## src/rtl/hash_pkg.sv

```systemverilog
// Shared types, constants and helpers for the hash round controller.
package hash_pkg;

  localparam int unsigned H_WIDTH = 8;
  localparam int unsigned NUM_H   = 8;
  localparam int unsigned IDX_W   = 3;

  typedef logic [H_WIDTH-1:0]   h_word_t;
  typedef h_word_t [NUM_H-1:0]  h_state_t;

  typedef struct packed {
    h_word_t data;
    logic    last;
  } msg_t;

  typedef enum logic [2:0] {
    IDLE,
    INIT,
    WAIT,
    ROUND,
    DONE
  } state_t;

  localparam h_word_t C [NUM_H] = '{8'h11, 8'h22, 8'h33, 8'h44,
                                     8'h55, 8'h66, 8'h77, 8'h88};

  // Rotate left by r[2:0]; the upper half of {x,x}<<r is the rotated word.
  function automatic h_word_t rotl8(input h_word_t x, input int unsigned r);
    logic [2*H_WIDTH-1:0] d;
    d = {x, x} << r[2:0];
    return d[2*H_WIDTH-1 -: H_WIDTH];
  endfunction

endpackage

```

## src/rtl/hash_round_ctrl_if.sv

```systemverilog
// Message byte valid/ready handshake into the round controller.
interface hash_round_ctrl_if;
  import hash_pkg::*;

  logic    msg_valid;
  logic    msg_ready;
  h_word_t msg_byte;
  logic    msg_last;

  modport master (output msg_valid, output msg_byte, output msg_last, input msg_ready);
  modport slave  (input msg_valid, input msg_byte, input msg_last, output msg_ready);
endinterface

```

## src/rtl/hash_round_fn.sv

```systemverilog
// Combinational round function: rotl((h ^ m) + C[idx], ROT), sum mod 256.
module hash_round_fn
  import hash_pkg::*;
#(
  parameter int unsigned ROT = 3
) (
  input  h_word_t          h,
  input  h_word_t          m,
  input  logic [IDX_W-1:0] idx,
  output h_word_t          h_new
);

  h_word_t sum;

  always_comb begin
    sum   = (h ^ m) + C[idx];
    h_new = rotl8(sum, ROT);
  end

endmodule

```

## src/rtl/hash_round_ctrl.sv

```systemverilog
// Sequences H init and per-byte round updates for hash_registers.
module hash_round_ctrl
  import hash_pkg::*;
#(
  parameter int unsigned ROT        = 3,
  parameter int unsigned NUM_PASSES = 1
) (
  input  logic               clk,
  input  logic               reset_n,
  input  logic               start,
  hash_round_ctrl_if.slave   msg,
  input  h_state_t           H_in,
  output logic               init_H,
  output logic               update_H,
  output logic [IDX_W-1:0]   i_count,
  output h_word_t            H_update,
  output logic               busy,
  output logic               done
);

  localparam int unsigned         PASS_W    = 2;
  localparam logic [PASS_W-1:0]   LAST_PASS = PASS_W'(NUM_PASSES - 1);
  localparam logic [IDX_W-1:0]    LAST_IDX  = IDX_W'(NUM_H - 1);

  state_t            state, state_nxt;
  logic [IDX_W-1:0]  i_nxt;
  logic [PASS_W-1:0] pass, pass_nxt;
  msg_t              msg_q, msg_nxt;
  logic              init_nxt, update_nxt, ready_nxt, busy_nxt, done_nxt;

  // Next state plus Moore outputs decoded from the next state, then registered.
  always_comb begin
    state_nxt = state;
    i_nxt     = i_count;
    pass_nxt  = pass;
    msg_nxt   = msg_q;

    case (state)
      IDLE:    if (start) state_nxt = INIT;
      INIT:    state_nxt = WAIT;
      WAIT: begin
        if (msg.msg_valid) begin
          msg_nxt   = '{data: msg.msg_byte, last: msg.msg_last};
          i_nxt     = '0;
          pass_nxt  = '0;
          state_nxt = ROUND;
        end
      end
      ROUND: begin
        i_nxt = i_count + IDX_W'(1);
        if (i_count == LAST_IDX) begin
          if (pass != LAST_PASS) pass_nxt  = pass + PASS_W'(1);
          else                   state_nxt = msg_q.last ? DONE : WAIT;
        end
      end
      DONE:    state_nxt = IDLE;
      default: state_nxt = IDLE;
    endcase

    init_nxt   = (state_nxt == INIT);
    update_nxt = (state_nxt == ROUND);
    ready_nxt  = (state_nxt == WAIT);
    busy_nxt   = (state_nxt != IDLE);
    done_nxt   = (state_nxt == DONE);
  end

  always_ff @(posedge clk or negedge reset_n) begin
    if (!reset_n) begin
      state         <= IDLE;
      i_count       <= '0;
      pass          <= '0;
      msg_q         <= '0;
      init_H        <= 1'b0;
      update_H      <= 1'b0;
      msg.msg_ready <= 1'b0;
      busy          <= 1'b0;
      done          <= 1'b0;
    end else begin
      state         <= state_nxt;
      i_count       <= i_nxt;
      pass          <= pass_nxt;
      msg_q         <= msg_nxt;
      init_H        <= init_nxt;
      update_H      <= update_nxt;
      msg.msg_ready <= ready_nxt;
      busy          <= busy_nxt;
      done          <= done_nxt;
    end
  end

  // H_in[i] is read here before the edge that writes it back, so no hazard.
  hash_round_fn #(.ROT(ROT)) u_round (
    .h     (H_in[i_count]),
    .m     (msg_q.data),
    .idx   (i_count),
    .h_new (H_update)
  );

endmodule
```

## src/flat_wrapper.sv

```systemverilog
// flat-port wrapper written by rule: the top's interface ports become plain ports
module hash_round_ctrl_flat import hash_pkg::*;
#(
  parameter int unsigned ROT        = 3,
  parameter int unsigned NUM_PASSES = 1
)
  (clk, reset_n, start, H_in, init_H, update_H, i_count, H_update, busy, done, msg_msg_valid, msg_msg_byte, msg_msg_last, msg_msg_ready);
  hash_round_ctrl_if msg_i ();
  input  logic clk;
  input  logic reset_n;
  input  logic start;
  input  h_state_t H_in;
  output logic init_H;
  output logic update_H;
  output logic [IDX_W-1:0] i_count;
  output h_word_t H_update;
  output logic busy;
  output logic done;
  input wire logic [$bits(msg_i.msg_valid)-1:0] msg_msg_valid;
  input wire logic [$bits(msg_i.msg_byte)-1:0] msg_msg_byte;
  input wire logic [$bits(msg_i.msg_last)-1:0] msg_msg_last;
  output wire logic [$bits(msg_i.msg_ready)-1:0] msg_msg_ready;
  assign msg_i.msg_valid = msg_msg_valid;
  assign msg_i.msg_byte = msg_msg_byte;
  assign msg_i.msg_last = msg_msg_last;
  assign msg_msg_ready = msg_i.msg_ready;
  hash_round_ctrl #(.ROT(ROT), .NUM_PASSES(NUM_PASSES)) u_core (.clk(clk), .reset_n(reset_n), .start(start), .msg(msg_i), .H_in(H_in), .init_H(init_H), .update_H(update_H), .i_count(i_count), .H_update(H_update), .busy(busy), .done(done));
endmodule
```

## config.mk

```make
export PLATFORM = sky130hd
export DESIGN_NAME = hash_round_ctrl_flat
export DESIGN_NICKNAME = d
export VERILOG_FILES = /design/src/rtl/hash_pkg.sv /design/src/rtl/hash_round_ctrl_if.sv /design/src/rtl/hash_round_fn.sv /design/src/rtl/hash_round_ctrl.sv /design/src/flat_wrapper.sv
export SDC_FILE = /design/constraint.sdc
export NUM_CORES = 1
export LEC_CHECK = 0
export CAP_MARGIN = 10
export CORE_MARGIN = 8
export CORE_UTILIZATION = 25
export CTS_BUF_LIST = sky130_fd_sc_hd__clkbuf_4
export DETAILED_ROUTE_END_ITERATION = 8
export PLACE_DENSITY = 0.54
export SLEW_MARGIN = 20
export SYNTH_ARGS = -nofsm -noshare
export SYNTH_HDL_FRONTEND = slang
export SYNTH_HIERARCHICAL = 1
export SYNTH_SLANG_ARGS = --single-unit
```

## constraint.sdc

```tcl
create_clock -name clk -period 2.9 [get_ports clk]
set_input_delay 0.435 -clock clk [delete_from_list [all_inputs] [get_ports clk]]
set_output_delay 0.435 -clock clk [all_outputs]
set_load 0.05 [all_outputs]
```

-- Yosys cells after proc, flatten, opt, wreduce, memory -nomap -nowiden
Memories as Yosys holds them, arrays and structs flattened.
Cells that the tools add are included.
- register bits after elaboration: 22
- ROM bits: 64
- bits of input ports: 77
- memories: 1
- memories (memory ; words ; bits a word ; read ports ; clocked after memory_dff ; wr ports ; line ; source):
    (no name shown) ; 8 ; 8 ; 1 ; 0 ; 0 ; hash_round_fn.sv:16 ; sum = (h ^ m) + C[idx];
- $add $sub $neg: 3
- magnitude comparators: 2
- equality and inequality tests: 11
- muxes and demuxes: 16
- bitwise operators: 2
- reductions and logical operators: 7
- operators by type and width (operator ; number):
    binary-select mux 8 bit (select 3 bit) ; 1
    two-way mux 8 bit ; 3
    two-way mux 3 bit ; 6
    equality test 3 x 2 -> 1 bit, second input constant ; 4
    one-hot mux 3 bit (4 select lines) ; 1
    adder 8 bit ; 1
    XOR 8 bit ; 1
    equality test 3 x 1 -> 1 bit, second input constant ; 2
    equality test 3 bit, second input constant ; 2
    two-way mux 2 bit ; 3
    one-hot mux 3 bit (2 select lines) ; 1
    >= comparator 4 bit, second input constant ; 1
    < comparator 3 x 4 -> 1 bit, second input constant ; 1
    inequality test 2 x 1 -> 1 bit, second input constant ; 2
    inverter 3 -> 4 bit ; 1
    one-hot mux 2 bit (2 select lines) ; 1
    AND reduction 2 bit ; 2
    AND reduction 4 bit ; 1
    nonzero test 2 bit ; 2
    adder 3 x 1 -> 3 bit, second input constant ; 1
    logical NOT 3 bit ; 1
    nonzero test 3 bit ; 1
    adder 2 x 1 -> 2 bit, second input constant ; 1
    inequality test 2 bit, second input constant ; 1

-- Longest topological paths before layout
- depth after elaboration: 5
- gate-level depth with buffers: 11
- gate-level depth less buffers: 9

-- Hierarchy
The synthesis kept the hierarchy.
- by module, submodules not included (module ; times used ; cells an instance ; area each (sq um)):
    hash_round_ctrl ; 1 ; 94 ; 1448.9
    hash_round_fn ; 1 ; 46 ; 385.4

-- Worst setup path after synthesis
No wires, ideal clock.
- path kind: register to output
- start point: register u_core.i_count[0]
- end point: output H_update[0]
- arrival: 3.505 ns
- data required time: 2.465 ns
- path slack: -1.040 ns
- cell stages (with the launch flop): 11
- path buffers: 2
- path through: dfrtp_1 buf_6 buf_12 mux4_2 mux2_4 xor2_1 ha_1 a21o_1 a21oi_2 o21ai_1 xor2_1
- word-level cells in the longest chain between the ends: 5
- elaborated cells between the ends (all ways): 8
- those cells by class: add/sub: 1; mux: 4; bitwise: 2; memory: 1
- ends and longest elaborated chain (element ; line ; source):
    start: declaration ; hash_round_ctrl.sv:15 ; output logic [IDX_W-1:0] i_count,
    start signal: assignment ; hash_round_ctrl.sv:80 ; i_count <= i_nxt;
    inverter 3 -> 4 bit (not written as such) ; hash_round_fn.sv:16 ;
    memory (8 x 8 bit) ; -- ;
    two-way mux 8 bit (not written as such) (2 in a row) ; hash_round_fn.sv:16 ;
    adder 8 bit (*) ; hash_round_fn.sv:16 ;
    end: declaration ; flat_wrapper.sv:16 ; output h_word_t H_update;
Mark *: on every way between the ends. The rest lies on a longest branch, timed or not. The select of a mux whose other input is x is not followed.

-- Worst setup path after layout
- start point: register u_core.i_count[0]
- end point: output H_update[1]
Same word-level chain as after synthesis.

==> impl_metrics.env <==
export IMPL_gp_congestion=0.737
export IMPL_fp_dieW_um=102
export IMPL_synth_cell_type_count=39
export IMPL_drc=0
export IMPL_crit_type="reg2out"
export IMPL_period_share_pct=123
export IMPL_cp_common_cell="a21oi_2"
export IMPL_nets=344
export IMPL_hold_violations=0
export IMPL_report_final_slew_viol_count=0
export IMPL_hold_path_class="in2async"
export IMPL_async_flop_share_pct=100
export IMPL_num_vias=1561
export IMPL_drv_cap=0
export IMPL_ctsHoldBuffers=0
export IMPL_dpl_hpwl_um=4650
export IMPL_viasPerCell=4.43
export IMPL_antenna_found_initial=0
export IMPL_crit_path_end_kind="output pin"
export IMPL_start_kind="register"
export IMPL_synth_warnings=6
export IMPL_drt_pass1_iterations=4
export IMPL_routedWlPerCell_um=15.6
export IMPL_cts_root_buf="clkbuf_4"
export IMPL_finalClockSkew_ns=0.00381
export IMPL_core_um2=7180
export IMPL_detail_route_antenna_nets=0
export IMPL_clock_sinks=22
export IMPL_fp_dieH_um=102
export IMPL_r2r_start="u_core/i_count[0]"
export IMPL_fmax_ghz=0.280
export IMPL_crit_chain="mux4_2, mux2_4, xor2_2, ha_2, fa_2, a21oi_2, o211ai_1, a21oi_2, xnor2_4, buf_12"
export IMPL_cts_tree="built"
export IMPL_grt_overflow=0
export IMPL_diodes=0
export IMPL_nFillCells=648
export IMPL_reg2regPathDepth=6
export IMPL_violations="setup timing"
export IMPL_rsz0062_at_grt="true"
export IMPL_grtUsageTotal_pct=11.2
export IMPL_synth_edff_count=0
export IMPL_fin_ws_ns=-0.678
export IMPL_slowest_stage="mux4_2"
export IMPL_crit_buf_inv=1
export IMPL_cpPeakStageDelay_ns=0.52
export IMPL_synthToLayoutAreaGrowth_pct=85.4
export IMPL_slew_headroom_pct=64.8
export IMPL_final_cell_mix="clkdlybuf4s50_1, dfrtp_1, buf_4"
export IMPL_cp_required_ns=2.47
export IMPL_initial_core_util_pct=25.6
export IMPL_clk_pin_slew_ns=0.14
export IMPL_arrival_ns=3.14
export IMPL_io_buffers=92
export IMPL_rrSetupSlack_ns=1.08
export IMPL_synth_seq_cells=22
export IMPL_finalHoldWorstSlack_ns=0.459
export IMPL_seq_area_frac_synth_pct=30.0
export IMPL_die_area_um2=10300
export IMPL_synth_cells=140
export IMPL_outcome="finished, violations left"
export IMPL_period_needed_ns=3.58
export IMPL_avgSynthCellArea_um2=13.1
export IMPL_syn_nets=230
export IMPL_tightest_slew_ns=0.526
export IMPL_cp_top_family="multiplexers"
export IMPL_ios=93
export IMPL_grt_first_pass_wirelength_um=9140
export IMPL_drive_above_1_share_pct=37.9
export IMPL_clockBufferDepth=2
export IMPL_syn_area_um2=1830
export IMPL_routed_wl_um=5480
export IMPL_post_place_ws_ns=-0.722
export IMPL_setup_tns_final_ns=-3.68
export IMPL_first_global_vias=1806
export IMPL_dr_first_iter_drc_count=104
export IMPL_grt_max_degree=23
export IMPL_ys_flop_type="dfrtp_1"
export IMPL_cts_buffers=3
export IMPL_row_count=31
export IMPL_rr_endpoint="u_core/pass[1]"
export IMPL_setup_viol=7
export IMPL_layout_commonest_cell="clkdlybuf4s50_1"
export IMPL_insertion_delay_ns=0.31
export IMPL_crit_path_max_fanout=4
export IMPL_htree_levels=1
worst max-delay path by stage:
| stage | slack, ns | depth (start not counted) | startpoint | to |
|---|---|---|---|---|
| 6_report | -0.68 | 10 | u_core/i_count[0] | H_update[1] |
| 5_1_grt | -0.82 | 10 | u_core/i_count[0] | H_update[1] |
| 4_1_cts | -0.74 | 10 | u_core/i_count[0] | H_update[1] |
| 3_5_place_dp | -0.72 | 11 | H_in[0] | H_update[1] |
| 3_3_place_gp | -0.68 | 11 | H_in[40] | H_update[1] |
| 2_1_floorplan | -0.59 | 9 | u_core/i_count[0] | H_update[2] |
Yosys cell counts, types with 2 or more instances:
cell type  instances  area [µm²]
mux2_4             8         120
and3_1             3        18.8
a32o_1             2        20.0
nor2_1             7        26.3
xor2_1            10        87.6
buf_2              2        10.0
o211ai_1           2        15.0
mux2_2            11         124
nand2_1            4        15.0
mux4_2             8         180
a21oi_1            5        25.0
nor3_1             2        10.0
dfrtp_1           22         551
xnor2_1            5        43.8
inv_1              5        18.8
mux4_1             8         210
ha_1              12         150
clkbuf_1           3        11.3
cell type report:
type / count / area (µm²) / share of cell area, %
well taps: 99 / 124 / 3.64
clock buffers: 3 / 22.5 / 0.662
flip-flops and latches: 22 / 553 / 16.3
clock inverters: 1 / 30.0 / 0.883
multi-input cells: 105 / 1410 / 41.4
repair buffers: 117 / 1240 / 36.6
inverters: 5 / 18.8 / 0.552
logic make-up (layout without fill, tap and decap cells):
family / Yosys count / in the layout / share of synthesized area [%]
DFF: 22 / 22 / 30.0
AOI/OAI and AO/OA: 18 / 18 / 7.37
adders and majority gates: 13 / 13 / 9.28
and+or+nand+nor: 23 / 23 / 6.96
buffers and inverters: 13 / 126 / 4.09
muxes: 36 / 36 / 35.1
xor gates and xnor gates: 15 / 15 / 7.16
registers in the layout, indices dropped and copies added (netlist names):
signal,count
u_core/init_H,1
u_core/busy,1
u_core/i_count,3
u_core/done,1
u_core/pass,2
u_core/msg_q,9
u_core/state,3
u_core/msg.msg_ready,1
u_core/update_H,1
routing by layer:
layer | vias up | GRT usage (%) | wire length, µm
met4 | 0 | 3.09 | 46
li1 | 760 | - | -
met2 | 61 | 18.6 | 2610
met1 | 738 | 13.7 | 2370
met5 | - | 0 | 0
met3 | 2 | 3.23 | 446
timing repair:
action | in CTS | in global routing
pin swaps | 8 | 6
cloned | 0 | 0
setup buffers | 4 | 2
gates resized for setup | 21 | 3
endpoints found under the setup margin | 7 | 7
through the flow:
| stage | std cells | area (µm²) | util, % |
|---|---|---|---|
| 2_1_floorplan | 140 | 1970 | - |
| 3_3_place_gp | 343 | 3210 | 44.8 |
| 3_5_place_dp | 343 | 3210 | 44.8 |
| 4_1_cts | 350 | 3370 | 47.0 |
| 5_1_grt | 352 | 3400 | 47.4 |
| 6_report | 352 | 3400 | 47.4 |
Power is left out: the tool's default activity adds up to more than one toggle a clock period on the data nets, which glitch-free logic cannot reach.
